--- config.mk ---
export PLATFORM = sky130hd
export DESIGN_NAME = dpram_port_arbiter
export DESIGN_NICKNAME = d
export VERILOG_FILES = /design/src/rtl/dpram_arb_pkg.sv /design/src/rtl/dpram_rr_pick.sv /design/src/rtl/dpram_port_arbiter.sv
export SDC_FILE = /design/constraint.sdc
export NUM_CORES = 1
export LEC_CHECK = 0
export BUFFER_PORTS_ARGS = -buffer_cell sky130_fd_sc_hd__buf_2
export CORE_AREA = 2 2 92 94
export CTS_BUF_LIST = sky130_fd_sc_hd__clkbuf_8
export DETAILED_ROUTE_END_ITERATION = 10
export DIE_AREA = 0 0 94 96
export SLEW_MARGIN = 10
export SYNTH_ARGS = -nofsm -noshare
export SYNTH_HDL_FRONTEND = slang
export SYNTH_SLANG_ARGS = --single-unit
--- constraint.sdc ---
create_clock -name clock -period 2.45 [get_ports clock]
set_input_delay 0.1225 -clock clock [delete_from_list [all_inputs] [get_ports clock]]
set_output_delay 0.1225 -clock clock [all_outputs]
set_load 0.1 [all_outputs]
--- src/rtl/dpram_arb_pkg.sv ---
// Purpose     : shared types/constants for the dual-requester DPRAM port arbiter.
// Latency     : n/a (declarations only).
// Backpressure: n/a.
package dpram_arb_pkg;

  // Arbiter FSM: free arbitration, or a burst locked to requester 0 / 1.
  typedef enum logic [1:0] {
    IDLE  = 2'd0,
    LOCK0 = 2'd1,
    LOCK1 = 2'd2
  } arb_state_e;

  // Width of the optional statistics counters.
  localparam int STATS_W = 32;

  // Locked-burst beat counter width; MAX_LOCK is limited to 1..255.
  localparam int LOCK_CNT_W = 8;

endpackage

--- src/rtl/dpram_rr_pick.sv ---
// Purpose     : 2-way round-robin pick between two valids given the last winner.
// Latency     : combinational.
// Backpressure: none; picks are one-hot or zero.
// Ports       : valid0/valid1 in, last_grant in (1 = requester 1 won last),
//               pick0/pick1 out.
module dpram_rr_pick (
  input  logic valid0,
  input  logic valid1,
  input  logic last_grant,
  output logic pick0,
  output logic pick1
);

  // A lone valid always wins; on a tie the requester that did not win last goes.
  assign pick0 = valid0 & (~valid1 | last_grant);
  assign pick1 = valid1 & (~valid0 | ~last_grant);

endmodule

--- src/rtl/dpram_port_arbiter.sv ---
// Purpose     : arbitrates two valid/ready requesters onto one 1-cycle-latency RAM port,
//               with round-robin fairness and optional locked bursts.
// Latency     : beat drives the RAM in the accept cycle; read response one cycle later.
// Backpressure: reqN_ready from arbiter state and valids only; responses cannot stall.
// Ports       : clock/reset (async, active-high); req0_*/req1_* request channels;
//               resp0_*/resp1_* read responses; ram_* single RAM port.
// Option      : DPRAM_ARB_STATS_EN adds stat_grant0/stat_grant1/stat_stall counters.
module dpram_port_arbiter
  import dpram_arb_pkg::*;
#(
  parameter int DATA_WIDTH  = 32,
  parameter int NUM_ENTRIES = 2048,
  parameter int ADDR_WIDTH  = $clog2(NUM_ENTRIES),
  parameter int MAX_LOCK    = 16
) (
  input  logic                  clock,
  input  logic                  reset,
  input  logic                  req0_valid,
  output logic                  req0_ready,
  input  logic                  req0_we,
  input  logic                  req0_lock,
  input  logic [ADDR_WIDTH-1:0] req0_addr,
  input  logic [DATA_WIDTH-1:0] req0_wdata,
  input  logic                  req1_valid,
  output logic                  req1_ready,
  input  logic                  req1_we,
  input  logic                  req1_lock,
  input  logic [ADDR_WIDTH-1:0] req1_addr,
  input  logic [DATA_WIDTH-1:0] req1_wdata,
  output logic                  resp0_valid,
  output logic [DATA_WIDTH-1:0] resp0_data,
  output logic                  resp1_valid,
  output logic [DATA_WIDTH-1:0] resp1_data,
  output logic [ADDR_WIDTH-1:0] ram_addr,
  output logic                  ram_we,
  output logic [DATA_WIDTH-1:0] ram_din,
  input  logic [DATA_WIDTH-1:0] ram_dout
`ifdef DPRAM_ARB_STATS_EN
  ,
  output logic [STATS_W-1:0]    stat_grant0,
  output logic [STATS_W-1:0]    stat_grant1,
  output logic [STATS_W-1:0]    stat_stall
`endif
);

  localparam logic [LOCK_CNT_W-1:0] MAX_LOCK_C = LOCK_CNT_W'(MAX_LOCK);

  arb_state_e            state_q, state_d;
  logic                  last_grant_q, last_grant_d;
  logic [LOCK_CNT_W-1:0] cnt_q, cnt_d;
  logic [1:0]            resp_q, resp_d;   // bit N: read from requester N in flight

  logic rr_pick0, rr_pick1;
  logic gnt0, gnt1, beat_lock;
  logic [LOCK_CNT_W-1:0] cnt_inc;

  dpram_rr_pick u_rr_pick (
    .valid0     (req0_valid),
    .valid1     (req1_valid),
    .last_grant (last_grant_q),
    .pick0      (rr_pick0),
    .pick1      (rr_pick1)
  );

  // Grant: round-robin when idle, only the owner while locked, nothing in reset.
  always_comb begin
    gnt0 = 1'b0;
    gnt1 = 1'b0;
    unique case (state_q)
      IDLE: begin
        gnt0 = rr_pick0;
        gnt1 = rr_pick1;
      end
      LOCK0:   gnt0 = req0_valid;
      LOCK1:   gnt1 = req1_valid;
      default: ;
    endcase
    if (reset) begin
      gnt0 = 1'b0;
      gnt1 = 1'b0;
    end
  end

  assign req0_ready = gnt0;
  assign req1_ready = gnt1;
  assign beat_lock  = gnt0 ? req0_lock : req1_lock;
  assign cnt_inc    = cnt_q + 1'b1;

  // Accepted beat goes straight to the RAM; the port is zeroed when no beat.
  always_comb begin
    ram_addr = '0;
    ram_we   = 1'b0;
    ram_din  = '0;
    if (gnt0) begin
      ram_addr = req0_addr;
      ram_we   = req0_we;
      ram_din  = req0_wdata;
    end else if (gnt1) begin
      ram_addr = req1_addr;
      ram_we   = req1_we;
      ram_din  = req1_wdata;
    end
  end

  always_comb begin
    state_d      = state_q;
    last_grant_d = last_grant_q;
    cnt_d        = cnt_q;
    resp_d       = {gnt1 & ~req1_we, gnt0 & ~req0_we};
    if (gnt0 | gnt1) begin
      last_grant_d = gnt1;
      if (state_q == IDLE) begin
        // MAX_LOCK of 1 means a lock request can never extend past its first beat.
        if (beat_lock && (MAX_LOCK_C != 1'b1)) begin
          state_d = gnt0 ? LOCK0 : LOCK1;
          cnt_d   = 1'b1;
        end
      end else if (!beat_lock || (cnt_inc == MAX_LOCK_C)) begin
        state_d = IDLE;
        cnt_d   = '0;
      end else begin
        cnt_d = cnt_inc;
      end
    end
  end

  always_ff @(posedge clock or posedge reset) begin
    if (reset) begin
      state_q      <= IDLE;
      last_grant_q <= 1'b1;
      cnt_q        <= '0;
      resp_q       <= '0;
    end else begin
      state_q      <= state_d;
      last_grant_q <= last_grant_d;
      cnt_q        <= cnt_d;
      resp_q       <= resp_d;
    end
  end

  // ram_dout is only meaningful in the cycle after a read; elsewhere force zero.
  assign resp0_valid = resp_q[0] & ~reset;
  assign resp1_valid = resp_q[1] & ~reset;
  assign resp0_data  = resp0_valid ? ram_dout : '0;
  assign resp1_data  = resp1_valid ? ram_dout : '0;

`ifdef DPRAM_ARB_STATS_EN
  logic [STATS_W-1:0] stat_grant0_q, stat_grant0_d;
  logic [STATS_W-1:0] stat_grant1_q, stat_grant1_d;
  logic [STATS_W-1:0] stat_stall_q,  stat_stall_d;
  logic               stall;

  assign stall = (req0_valid & ~gnt0) | (req1_valid & ~gnt1);

  // Saturating counters: hold at all-ones.
  always_comb begin
    stat_grant0_d = stat_grant0_q;
    stat_grant1_d = stat_grant1_q;
    stat_stall_d  = stat_stall_q;
    if (gnt0 && (stat_grant0_q != '1)) stat_grant0_d = stat_grant0_q + 1'b1;
    if (gnt1 && (stat_grant1_q != '1)) stat_grant1_d = stat_grant1_q + 1'b1;
    if (stall && (stat_stall_q != '1)) stat_stall_d  = stat_stall_q + 1'b1;
  end

  always_ff @(posedge clock or posedge reset) begin
    if (reset) begin
      stat_grant0_q <= '0;
      stat_grant1_q <= '0;
      stat_stall_q  <= '0;
    end else begin
      stat_grant0_q <= stat_grant0_d;
      stat_grant1_q <= stat_grant1_d;
      stat_stall_q  <= stat_stall_d;
    end
  end

  assign stat_grant0 = stat_grant0_q;
  assign stat_grant1 = stat_grant1_q;
  assign stat_stall  = stat_stall_q;
`endif

endmodule

==> qor.yml, run 1 <==
status: "finished, final reports clean"
num_rows: 33
yosysTopAreaCellShare: 0.228
dr.pass1.iters: 5
max_freq_mhz: 430
final_max_slew_viol_count: 0
fill_cells: 728
grt_start_max_net_pins: 46
crit_type: "in -> out"
async_flop_share: 1.00
grt_pass1_wl_um: 12000
min_path_cells: 2
finalSetupViolCount: 0
cp.required_ns: 2.33
ctsResizeCount: 0
yosys-top-cells-area: "a22o_1 23%, and2_1 23%, dfrtp_1 17%"
final_common_cell: "buf_2"
core_mm2: 0.00805
synthCells: 214
drive_above_1_share: 0.608
fin_skew_ns: 0.00408
finalSetupTns_ns: 0
synth-edff-count: 0
end_kind: "output pin"
hold_path_class: "in -> reg"
p_leak_uw: 0.00210
worstPathArrival_ns: 2.21
register_area_um2: 327
cts_made_buffers: 3
multiInputGateArea_mm2: 0.00135
nets: 573
vias: 2530
fin_cells: 549
hold_violations: 0
relSlewSlack: 0.633
path_clk_slew_ns: 0.05
path_cells: "dlygate4sd3_1 -> buf_2 -> nor3b_4 -> o21ai_4 -> inv_4 -> buf_4 -> a22o_1 -> buf_12"
cp_slowest_cell: "dlygate4sd3_1"
syn_nets: 342
io_buffer_count: 237
drc: 0
mappedNetlistArea_mm2: 0.00177
wire_per_inst_um: 15.7
ant_nets: 0
synth_area_per_cell_um2: 8.25
synth_cell_types: 44
seq_area_frac_synth: 0.185
floorplan.die.width_um: 94
final_cell_mix: "159 x buf_2, 79 x buf_12, 64 x and2_1, 38 x a22o_1, 12 x dfrtp_1"
fin_crit_sh: 0.950
vdd_drop_max_mv: 0.456
cts_tree: "yes"
diodes: 0
viasPerCell: 4.61
yosysTopAreaCell: "a22o_1"
yosys_register_bits: 13
grt_overflow_total: 0
tightest_slew_ns: 0.551
p_total_uw: 3160
worst_setup_path_start_kind: "primary input"
ys_warn_count: 0
drt_iter0_markers: 39
crit_path_max_incr_delay_ns: 0.55
start_util: 0.219
maxCapViolCount: 0
rsz0062_at_grt: "no"
antenna_found_initial: 0
design_area_mm2: 0.00429
dp_hpwl_um: 7430
ctsHtreeMaxLevel: 1
wl_um: 8640
gp_congestion: 0.777
insertion_delay_ns: 0.25
period_needed_ns: 2.33
ff2ff_path_depth: 6
grt_util_all_layers: 0.170
cp_max_fo: 39
ios: 238
cts.sinks: 13
dieHeight_um: 96
placed_cells: 544
placed_cell_area_mm2: 0.00424
dieArea_mm2: 0.00902
clock_path_buffers: 2
cts_root_buffer: "clkbuf_8"
synth-main-ff-cell: "dfrtp_1"
grt_pass1_vias: 2330
powerDensity_mw_per_mm2: 736
area_growth_syn_to_layout_pct: 143
-- routing by layer --
| layer | track usage | up-vias | share of wire |
|---|---|---|---|
| met5 | 0 | - | 0 |
| met4 | 0.0326 | 0 | 0.0069 |
| met3 | 0.0572 | 7 | 0.092 |
| met2 | 0.309 | 134 | 0.53 |
| met1 | 0.195 | 1153 | 0.37 |
| li1 | - | 1236 | - |
-- cell families after synthesis --
logic type               share of synthesized area
XOR/XNOR                                   0.00992
buffers and inverters                       0.0581
AND/OR/NAND/NOR                              0.360
adder cells (fa/ha/maj)                     0.0142
AO/OA/AOI/OAI                                0.360
multiplexers                                0.0128
flip-flops                                   0.185
-- cell usage after synthesis (2+ instances only) --
master / count
nand4b_1: 2
nand2_1: 9
a211o_1: 2
nor3_1: 3
nand3b_1: 2
ha_1: 2
buf_2: 8
a22oi_1: 2
a31oi_1: 4
or2_2: 2
a22o_1: 46
o21ai_0: 4
nor2b_1: 5
clkbuf_1: 8
inv_1: 3
nor2_1: 5
dfrtp_1: 12
nand2b_4: 2
and2_1: 64
a21oi_1: 3
a21o_1: 2
o21ai_1: 2
-- power breakdown --
group          total [uW]  leakage, uW  switching, uW  internal, uW
registers             397     0.000165            112           285
logic                2560      0.00191           1670           893
clock network         196    0.0000269           84.8           111
total                3160      0.00210           1870          1290
-- state kept, by name (all words and copies together) (netlist names) --
register,count
cnt_q,8
resp_q,2
state_q,2
last_grant_q,1
-- layout make-up --
| cell class | instances | share of cell area |
|---|---|---|
| timing repair buffer | 243 | 0.563 |
| clock inverter | 1 | 0.000875 |
| multi-input combinational | 179 | 0.314 |
| sequential | 13 | 0.0761 |
| inverter | 5 | 0.00496 |
| tap | 105 | 0.0306 |
| clock buffer | 3 | 0.00962 |
-- metrics by stage --
stage / setup WS [ns] / util / hold slack (ns)
floorplan: -0.0554 / - / -0.00126
global placement: 0.507 / 0.526 / 0.240
detailed placement: 0.473 / 0.526 / 0.248
CTS: 0.113 / 0.533 / 0.0309
global route: 0.0425 / 0.533 / 0.0259
finish: 0.122 / 0.533 / 0.0345
-- critical path, delay by kind of cell --
family	cells	cell delay (ns)
buf+inv	5	1.47
compound gates	2	0.39
simple gates	1	0.21
-- repair_timing --
item | CTS | global route
hold buffers | 1 | 0
setup buffers | 0 | 0
endpoints found under the setup margin | 0 | 0
endpoints found under the hold margin | 12 | 0
-- worst paths after layout --
check | startpoint | to | slack [ns]
worst min register to register | last_grant_q$_DFFE_PP1P_ | last_grant_q$_DFFE_PP1P_ | 0.49
min in group asynchronous | reset | state_q[1]$_DFFE_PP0P_ | 0.54
worst max-delay path | reset | ram_din[21] | 0.12
worst max register to register | state_q[1]$_DFFE_PP0P_ | cnt_q[3]$_DFFE_PP0P_ | 0.55
worst min-delay path | req1_we | resp_q[1]$_DFF_PP0_ | 0.03
max in group asynchronous | reset | last_grant_q$_DFFE_PP1P_ | 1.56
No activity file was read; power rests on OpenSTA's default activity.
==> run 2, diff against run 1 <==
--- a/config.mk
+++ b/config.mk
@@ -6,11 +6,13 @@
 export NUM_CORES = 1
 export LEC_CHECK = 0
 export BUFFER_PORTS_ARGS = -buffer_cell sky130_fd_sc_hd__buf_2
-export CORE_AREA = 2 2 92 94
+export CORE_AREA = 2 2 91 93
 export CTS_BUF_LIST = sky130_fd_sc_hd__clkbuf_8
 export DETAILED_ROUTE_END_ITERATION = 10
-export DIE_AREA = 0 0 94 96
+export DIE_AREA = 0 0 93 95
+export SETUP_SLACK_MARGIN = 0.3
 export SLEW_MARGIN = 10
 export SYNTH_ARGS = -nofsm -noshare
 export SYNTH_HDL_FRONTEND = slang
+export SYNTH_HIERARCHICAL = 1
 export SYNTH_SLANG_ARGS = --single-unit
==> run 2 against run 1 <==
Compared with the run above:
- worst hold slack improved by 0.016 ns
- clock power is essentially flat
- combinational power rose by 43%
- via count rose by 10%
- sequential power is 5.8% lower
- critical path type is now reg -> out
==> qor.yml, run 2 <==
status: "finished, final reports clean"
drive_above_1_share: 0.688  # +0.0798
cp.required_ns: 2.33  # about the same
yosysTopAreaCellShare: 0.241  # +0.0127
synthCells: 221  # +3.3%
grt_util_all_layers: 0.195  # +0.0252
grt_overflow_total: 0  # unchanged
end_kind: "output pin"
cts.sinks: 13  # unchanged
drt_iter0_markers: 88  # +130%
period_needed_ns: 2.29  # -0.0362 ns
path_clk_slew_ns: 0.05  # about the same
hold_slack_ns: 0.0505  # +0.0161 ns
design_area_mm2: 0.00436  # +1.6%
swShare: 0.588  # -0.00369
ctsHtreeMaxLevel: 1  # unchanged
top_register: "cnt_q"
viasPerCell: 4.83  # +4.8%
fill_cells: 697  # -4.3%
cts_tree: "yes"
grt_start_max_net_pins: 34  # -26%
vias: 2783  # +10%
area_growth_syn_to_layout_pct: 154
synth_area_per_cell_um2: 7.76  # -6.0%
rsz0062_at_grt: "yes"
io_buffer_count: 237  # unchanged
worst_setup_path_start_kind: "register"
hold_violations: 0  # unchanged
diodes: 0  # unchanged
floorplan.die.width_um: 93  # -1.1%
fin_crit_sh: 0.935  # -0.0148
final_cell_mix: "186 x buf_2, 66 x and2_1, 54 x buf_12, 23 x a22o_4, 21 x a22o_2"
reg_top3: "cnt_q x8, resp_q x2, state_q x2"
antenna_found_initial: 0  # unchanged
crit_path_max_incr_delay_ns: 0.55  # about the same
synth-edff-count: 0  # unchanged
dp_hpwl_um: 6970  # -6.1%
final_max_slew_viol_count: 0  # unchanged
placed_cell_area_mm2: 0.00385  # -9.2%
wl_um: 9610  # +11%
fin_skew_ns: 0.00360  # -0.000476 ns
wire_per_inst_um: 16.7  # +5.9%
powerDensity_mw_per_mm2: 968  # +32%
yosys_register_bits: 13  # unchanged
yosysTopAreaCell: "and2_1"
async_flop_share: 1.00  # unchanged
critical-path-top-delay-family: "buffers and inverters"
syn_nets: 349  # +2.0%
total_switching_power_uw: 2480  # +33%
p_leak_uw: 0.00230  # +9.6%
dr.pass1.iters: 4  # -1
cp_slowest_cell: "dfstp_2"
setup_ws_ns: 0.158  # +0.0362 ns
max_freq_mhz: 436  # +1.6%
maxCapViolCount: 0  # unchanged
seq_power_share: 0.089  # -0.037
intPower_uw: 1740  # +35%
cts_made_buffers: 3  # unchanged
vdd_drop_max_mv: 0.726  # +59%
yosys-top-cells-area: "and2_1 24%, a22o_1 22%, dfrtp_1 18%"
path_cells: "inv_2 -> a21boi_2 -> mux2i_1 -> or2_1 -> inv_2 -> buf_12 -> nor2_4 -> buf_6 -> a22o_4 -> buf_12"
dieArea_mm2: 0.00884  # -2.1%
synth-main-ff-cell: "dfrtp_1"
mappedNetlistArea_mm2: 0.00171  # -2.9%
crit_type: "reg -> out"
grt_pass1_vias: 2528  # +8.5%
p_clk_frac: 0.047  # -0.015
cts_root_buffer: "clkbuf_8"
synth_most_common_cell: "and2_1"
cp_num_buf_inv: 5  # unchanged
ys_warn_count: 6  # +6
relSlewSlack: 0.662  # +0.0297
tightest_slew_ns: 0.506  # -0.0452 ns
cp_max_fo: 5  # -87%
dp_slack_ns: -0.0142  # -0.488 ns
start_util: 0.216  # -0.00304
dieHeight_um: 95  # -1.0%
core_mm2: 0.00793  # -1.5%
gp_congestion: 0.811  # +4.4%
seq_area_frac_synth: 0.191  # +0.00554
finalSetupViolCount: 0  # unchanged
synth.top_cells.by_count: "66 x and2_1, 44 x a22o_1, 12 x dfrtp_1, 11 x clkbuf_1, 8 x nand2_1"
final_common_cell: "buf_2"
largest_reg_flops: 8  # unchanged
clock_path_buffers: 2  # unchanged
nets: 600  # +4.7%
hold_path_class: "in -> reg"
ios: 238  # unchanged
final_util: 0.550  # +0.0170
num_rows: 33  # unchanged
grt_pass1_wl_um: 13400  # +11%
worstPathArrival_ns: 2.17  # -0.04 ns
insertion_delay_ns: 0.25  # about the same
power_frac_comb: 0.865  # +0.053
drc: 0  # unchanged
synth_cell_types: 43  # -2.3%
ant_nets: 0  # unchanged
[run 2: changes by cell type in the layout (fill, tap and decap cells not counted), moves of 6 or more]
| cell | before | now |
|---|---|---|
| a22o_4 | 0 | 23 |
| buf_12 | 79 | 54 |
| buf_6 | 0 | 6 |
| a22o_2 | 8 | 21 |
| buf_4 | 4 | 10 |
| buf_2 | 159 | 186 |
| a22o_1 | 38 | 0 |
[run 2: power groups by stage]
stage / combinational [uW] / clock (uW) / sequential [uW]
2_1_floorplan: 2210 / 0 / 346
5_1_grt: 3780 / 209 / 386
3_5_place_dp: 3250 / 0 / 372
3_3_place_gp: 3230 / 0 / 368
4_1_cts: 3560 / 197 / 369
6_report: 3650 / 196 / 374
[run 2: repair_timing]
action / in CTS / in global routing
hold buffers: 1 / 0
gates resized for setup: 34 / 8
cloned: 5 / 1
setup buffers: 10 / 4
setup endpoints to repair: 47 / 56
hold endpoints to repair: 12 / 0
pin swaps: 9 / 6
[run 2: per-layer routing]
metal  up-vias  GRT usage  wire length [um]
met5         -          0                 0
met4         0     0.0600               180
met3        14     0.0471               811
met2       163      0.347              5040
met1      1291      0.233              3570
li1       1315          -                 -
[run 2: path summary, 6_finish.rpt]
| kind | endpoint | from | slack (ns) | depth (start not counted) |
|---|---|---|---|---|
| max | ram_din[4] | last_grant_q$_DFFE_PP1P_ | 0.16 | 10 |
| min in group asynchronous | cnt_q[0]$_DFFE_PP0P_ | reset | 0.50 | 3 |
| min reg2reg | last_grant_q$_DFFE_PP1P_ | last_grant_q$_DFFE_PP1P_ | 0.50 | 2 |
| max reg2reg | cnt_q[3]$_DFFE_PP0P_ | last_grant_q$_DFFE_PP1P_ | 0.24 | 7 |
| min | resp_q[0]$_DFF_PP0_ | req0_we | 0.05 | 2 |
| max in group asynchronous | last_grant_q$_DFFE_PP1P_ | reset | 1.59 | 3 |
[run 2: worst reg2reg max path, cell delays in order, from the launching register on]
cell,delay (ns)
dfstp_2,0.38
a21boi_0,0.22
mux2i_1,0.12
or3_4,0.42
buf_4,0.20
a32o_2,0.30
or3_1,0.38
o21ai_2,0.11
[run 2: area by class of cell]
class	instances	area, um^2	share of cell area
repair buffers	261	2250	0.516
flip-flops and latches	13	327	0.0749
clock buffers	3	41.3	0.00947
multi-input cells	185	1580	0.362
clock inverters	1	3.75	0.000861
inverters	8	30.0	0.00689
well taps	105	131	0.0301
[run 2: logic make-up (layout without fill, tap and decap cells)]
| logic type | count (synthesis) | count (layout) | synth area share |
|---|---|---|---|
| AO/OA/AOI/OAI | 73 | 73 | 0.350 |
| XOR/XNOR | 1 | 1 | 0.00511 |
| adder cells (fa/ha/maj) | 2 | 2 | 0.0146 |
| buffers and inverters | 26 | 273 | 0.0650 |
| flip-flops | 13 | 13 | 0.191 |
| multiplexers | 3 | 3 | 0.0175 |
| AND/OR/NAND/NOR | 103 | 106 | 0.358 |
[run 2: through the flow]
step                      total power (uW)  setup TNS, ns  instances
after floorplan                       2550              0        221
after global placement                3600              0        551
after detailed placement              3620         -0.170        551
after CTS                             4130              0        571
after global routing                  4370              0        576
final                                 4220              0        576
